File: src/rtl/bcd_display_scanner.sv
// Time-multiplexed scanner feeding a BCD-to-7-segment decoder on a common-anode display.
// New values are committed only at frame boundaries, so a frame never mixes old and new digits.
module bcd_display_scanner #(
  parameter int N_DIGITS    = 4,
  parameter int REFRESH_DIV = 50000,
  parameter int DIV_W       = 16,
  parameter int IDX_W       = 2
) (
  input  logic                  clk,
  input  logic                  reset,
  input  logic                  load,
  input  logic [4*N_DIGITS-1:0] digits_in,
  input  logic [N_DIGITS-1:0]   dp_in,
  input  logic                  lzb_en,
  output logic [3:0]            bcd_out,
  output logic [N_DIGITS-1:0]   an,
  output logic                  dp_out,
  output logic [IDX_W-1:0]      digit_idx,
  output logic                  load_ack,
  output logic                  frame_done
);

  localparam logic [DIV_W-1:0] DIV_LAST = DIV_W'(REFRESH_DIV - 1);
  localparam logic [IDX_W-1:0] IDX_LAST = IDX_W'(N_DIGITS - 1);
  localparam logic [N_DIGITS-1:0] AN_ONE = {{(N_DIGITS-1){1'b0}}, 1'b1};

  logic [DIV_W-1:0]      div_reg, div_next;
  logic [IDX_W-1:0]      idx_reg, idx_next;
  logic [4*N_DIGITS-1:0] cur_digits_reg, cur_digits_next;
  logic [N_DIGITS-1:0]   cur_dp_reg, cur_dp_next;
  logic [4*N_DIGITS-1:0] pend_digits_reg, pend_digits_next;
  logic [N_DIGITS-1:0]   pend_dp_reg, pend_dp_next;
  logic                  pend_valid_reg, pend_valid_next;

  logic [3:0]            bcd_out_reg, bcd_out_next;
  logic [N_DIGITS-1:0]   an_reg, an_next;
  logic                  dp_out_reg, dp_out_next;
  logic [IDX_W-1:0]      digit_idx_reg;
  logic                  load_ack_reg, load_ack_next;
  logic                  frame_done_reg, frame_done_next;

  logic                  div_wrap;
  logic                  boundary;
  logic [N_DIGITS-1:0]   digit_zero;
  logic [N_DIGITS-1:0]   tail_zero;
  logic [3:0]            cur_d;
  logic                  blank;

  // Scan timing
  always_comb begin
    div_wrap = (div_reg == DIV_LAST);
    boundary = div_wrap && (idx_reg == IDX_LAST);
    div_next = div_wrap ? '0 : div_reg + 1'b1;
    idx_next = idx_reg;
    if (div_wrap) begin
      idx_next = (idx_reg == IDX_LAST) ? '0 : idx_reg + 1'b1;
    end
    frame_done_next = boundary;
  end

  // Load/commit handshake; a load on the boundary cycle bypasses the pending stage
  always_comb begin
    cur_digits_next  = cur_digits_reg;
    cur_dp_next      = cur_dp_reg;
    pend_digits_next = pend_digits_reg;
    pend_dp_next     = pend_dp_reg;
    pend_valid_next  = pend_valid_reg;
    load_ack_next    = 1'b0;
    if (boundary) begin
      if (load) begin
        cur_digits_next = digits_in;
        cur_dp_next     = dp_in;
        load_ack_next   = 1'b1;
      end else if (pend_valid_reg) begin
        cur_digits_next = pend_digits_reg;
        cur_dp_next     = pend_dp_reg;
        load_ack_next   = 1'b1;
      end
      pend_valid_next = 1'b0;
    end else if (load) begin
      pend_digits_next = digits_in;
      pend_dp_next     = dp_in;
      pend_valid_next  = 1'b1;
    end
  end

  // A digit counts as a leading zero only if it is 0 and has no decimal point
  generate
    for (genvar gi = 0; gi < N_DIGITS; gi++) begin : g_zero
      assign digit_zero[gi] = (cur_digits_next[4*gi +: 4] == 4'd0) && !cur_dp_next[gi];
    end
  endgenerate

  always_comb begin
    logic run;
    run = 1'b1;
    tail_zero = '0;
    for (int i = N_DIGITS - 1; i >= 0; i--) begin
      run = run & digit_zero[i];
      tail_zero[i] = run;
    end
  end

  // Outputs follow the next-state index and value so they move together with idx/cur
  always_comb begin
    cur_d        = cur_digits_next[4*idx_next +: 4];
    blank        = (cur_d > 4'd9) ||
                   (lzb_en && (idx_next != '0) && tail_zero[idx_next]);
    bcd_out_next = cur_d;
    an_next      = ~(AN_ONE << idx_next);
    dp_out_next  = cur_dp_next[idx_next];
    if (blank) begin
      an_next     = '1;
      dp_out_next = 1'b0;
    end
  end

  always_ff @(posedge clk) begin
    if (reset) begin
      div_reg         <= '0;
      idx_reg         <= '0;
      cur_digits_reg  <= '0;
      cur_dp_reg      <= '0;
      pend_digits_reg <= '0;
      pend_dp_reg     <= '0;
      pend_valid_reg  <= 1'b0;
      bcd_out_reg     <= '0;
      an_reg          <= '1;
      dp_out_reg      <= 1'b0;
      digit_idx_reg   <= '0;
      load_ack_reg    <= 1'b0;
      frame_done_reg  <= 1'b0;
    end else begin
      div_reg         <= div_next;
      idx_reg         <= idx_next;
      cur_digits_reg  <= cur_digits_next;
      cur_dp_reg      <= cur_dp_next;
      pend_digits_reg <= pend_digits_next;
      pend_dp_reg     <= pend_dp_next;
      pend_valid_reg  <= pend_valid_next;
      bcd_out_reg     <= bcd_out_next;
      an_reg          <= an_next;
      dp_out_reg      <= dp_out_next;
      digit_idx_reg   <= idx_next;
      load_ack_reg    <= load_ack_next;
      frame_done_reg  <= frame_done_next;
    end
  end

  assign bcd_out    = bcd_out_reg;
  assign an         = an_reg;
  assign dp_out     = dp_out_reg;
  assign digit_idx  = digit_idx_reg;
  assign load_ack   = load_ack_reg;
  assign frame_done = frame_done_reg;

endmodule

File: config.mk
export PLATFORM = sky130hd
export DESIGN_NAME = bcd_display_scanner
export DESIGN_NICKNAME = d
export VERILOG_FILES = /design/src/rtl/bcd_display_scanner.sv
export SDC_FILE = /design/constraint.sdc
export NUM_CORES = 1
export LEC_CHECK = 0
export ABC_AREA = 1
export CAP_MARGIN = 20
export CORE_ASPECT_RATIO = 2
export CORE_MARGIN = 4
export CORE_UTILIZATION = 55
export CTS_BUF_LIST = sky130_fd_sc_hd__clkbuf_8 sky130_fd_sc_hd__clkbuf_16
export DETAILED_ROUTE_END_ITERATION = 7
export GPL_TIMING_DRIVEN = 0
export PLACE_DENSITY = 0.84
export SYNTH_ARGS = -nofsm -noshare
export SYNTH_HDL_FRONTEND = slang
export SYNTH_SLANG_ARGS = --single-unit
File: constraint.sdc
create_clock -name clk -period 5.2 [get_ports clk]
set_clock_uncertainty 0.2 [all_clocks]
set_input_delay 1.04 -clock clk [delete_from_list [all_inputs] [get_ports clk]]
set_output_delay 1.04 -clock clk [all_outputs]
set_load 0.02 [all_outputs]
==> reports/metrics.cfg <==
[worst_setup_path]
crit_path_max_delay_cell_type=clkdlybuf4s50_1
critical_path_arrival_ns=3.07
worst-path-max-fanout=9
critical_path.cell_chain=clkdlybuf4s50_1 > nor2_1 > nand2_1 > nand2_1 > a21oi_1 > o21ai_1 > nand2_1 > nand2_1 > nor2_2 > nand2_1 > nand2_4 > nand3_2 > nor2_2
timing.reg2reg.setup_slack_ns=2.84
worst_r2r_path_depth=13
critPathRequiredTime_ns=5.22
worstReg2RegStart=div_reg[0]
cpMostUsedCell=nand2_1
timing.setup.critical_path_class=input pin to register
worstSetupEndpointType=register
worst_r2r_endpoint=dp_out
startpoint_class=input pin
largest_incremental_delay_on_the_critical_path_ns=0.52

[final_layout]
area_growth_syn_to_layout_pct=20.5
fin_cells=662
post-route-util=0.688
layout.cells.most_common=nand2_1
drive_gt1_frac=0.106
final_design_area_no_fill_um2=4200
insertedDiodeCount=0
design.final.nets=600
layout_common_cells=nand2_1, nor2_1, dfxtp_1

[synth]
synth_area_um2=3480
synth.distinct_cells=32
post_synth_inst_count=527
synth_enable_flop_cells=0
synth_top_flop_cell=dfxtp_1
ys_async_sr_fraction=0
yosys_warnings=0
yosys_register_bits=70
syn-mean-instance-area_um2=6.61
synthesis.nets=553
seq_area_frac_synth=0.402

[worst_hold_path]
timing.hold.worst.class=register to register
hp-start=div_reg[0]
min_path_cells=1
end_of_the_worst_hold_path=div_reg[0]

[drt]
route.detailed.drc=0
vias_per_cell=5.18
route.vias.total=3431
drtIter0Drc=280
drt.antenna.violating_nets=0
wl_per_cell_um=13.9
detail_route.first_pass.iterations=4
postRouteWirelength_um=9180

[timing]
setup_total_negative_slack_ns=0
report.final.slew_viol_count=0
max_freq_mhz=328
final-setup-viol-count=0
worst_slew_pin_slew_ns=0.601
slew_headroom=0.598
rsz0062_at_grt=false
final_period_minus_worst_setup_slack_ns=3.05
final.hold.worst_slack_ns=0.248
finalCritPeriodShare=0.587
timing.final.hold_violations=0

[cts]
clockRootBuffer=clkbuf_16
clock_tree_from_tritoncts=done
cts_made_buffers=9
clk_latency_ns=0.33
clock_pin_slew_on_the_worst_setup_and_hold_paths_ns=0.05
cts_setup_buffers=0
cts.path.max_buffers=2
htree_num_levels=3
clkSinkCount=70
hold_buffers=0
cts-resized-gates=0

[power_and_ir_drop]
vdd_drop_max_v=0.000221
power_leakage_nw=1.86
pwr_density_cell_nw_per_um2=277

[die]
die_area_um2=7750
die-width_um=64.3
chipHeight_um=121
initial_utilization=0.571
num_io_pins=37
placeableCoreArea_um2=6110
fp-row-count=40

[global_routing]
grt_pass1_wl_um=15100
pin_count_of_the_biggest_net_entering_global_routing=11
global_route.usage.total=0.255
vias_in_the_first_global_route=3498
antenna_found_initial=0
global_route.overflow_total=0

[status]
outcome=finished, final reports clean

[place]
dpl.hpwl_um=7150
portBuffers=36
dp_cells=647
dpl-instance-area_um2=3950
place.gp.congestion=0.922

[run]
cap_viol_max_count=0

==> where the power goes <==
| group | switching, mW | internal, mW | leakage (nW) | total [mW] |
|---|---|---|---|---|
| clock | 0.208 | 0.310 | 0.140 | 0.519 |
| combinational | 0.0494 | 0.0353 | 1.15 | 0.0847 |
| sequential | 0.00815 | 0.551 | 0.570 | 0.559 |
| total | 0.266 | 0.897 | 1.86 | 1.16 |
==> how the worst max path moves through the flow <==
stage,startpoint,end,slack (ns),depth (start not counted)
6_report,load,dp_out,2.15,13
5_1_grt,load,dp_out,1.94,13
2_1_floorplan,load,dp_out,2.75,12
3_5_place_dp,load,dp_out,1.81,13
4_1_cts,load,dp_out,2.14,13
3_3_place_gp,load,dp_out,1.81,13
==> through the flow <==
step	total power, mW	worst slack, ns
floorplan	0.615	2.75
finish	1.16	2.15
global placement	0.651	1.81
detailed placement	0.654	1.81
global route	1.21	1.94
CTS	1.17	2.14
==> cell usage after synthesis (3+ instances only) <==
cell type | instances | area [um^2]
clkbuf_1 | 11 | 41.3
o22ai_1 | 4 | 25.0
nor3b_1 | 3 | 22.5
inv_2 | 10 | 37.5
nand3_1 | 28 | 140
a21oi_1 | 19 | 95.1
nor2_2 | 7 | 43.8
o21ai_0 | 30 | 150
nand2_4 | 3 | 33.8
nor3_1 | 8 | 40.0
nand2_2 | 10 | 62.6
nor2_1 | 86 | 323
buf_2 | 6 | 30.0
o21ai_1 | 5 | 25.0
nor2_4 | 6 | 67.6
dfxtp_1 | 70 | 1400
nand4_1 | 4 | 25.0
inv_1 | 33 | 124
nand2_1 | 163 | 612
nand3_2 | 5 | 50.1
==> cell families after synthesis <==
logic type               after synthesis  synth area share
AND/OR/NAND/NOR                      326             0.413
flip-flops                            70             0.402
AO/OA/AOI/OAI                         64            0.0980
buffers and inverters                 63            0.0743
XOR/XNOR                               2           0.00503
adder cells (fa/ha/maj)                2           0.00718
==> routing by layer <==
metal	track usage	part of all wire
met3	0.0520	0.034
met4	0.184	0.052
met2	0.473	0.56
met1	0.239	0.35
met5	0	0
==> worst max-delay path, delay by kind of cell <==
kind            cells  cell delay [ns]
compound gates      2             0.30
buf+inv             1             0.52
simple gates       10             1.21
==> final cells by class <==
cell class | instances | area, um^2
buffer | 20 | 97.6
clock buffer | 9 | 225
clock inverter | 6 | 25.0
fill | 547 | 1910
inverter | 43 | 161
multi-input combinational | 394 | 1820
sequential | 70 | 1400
tap | 84 | 105
timing repair buffer | 36 | 360
(Power assumes the default switching activity.)
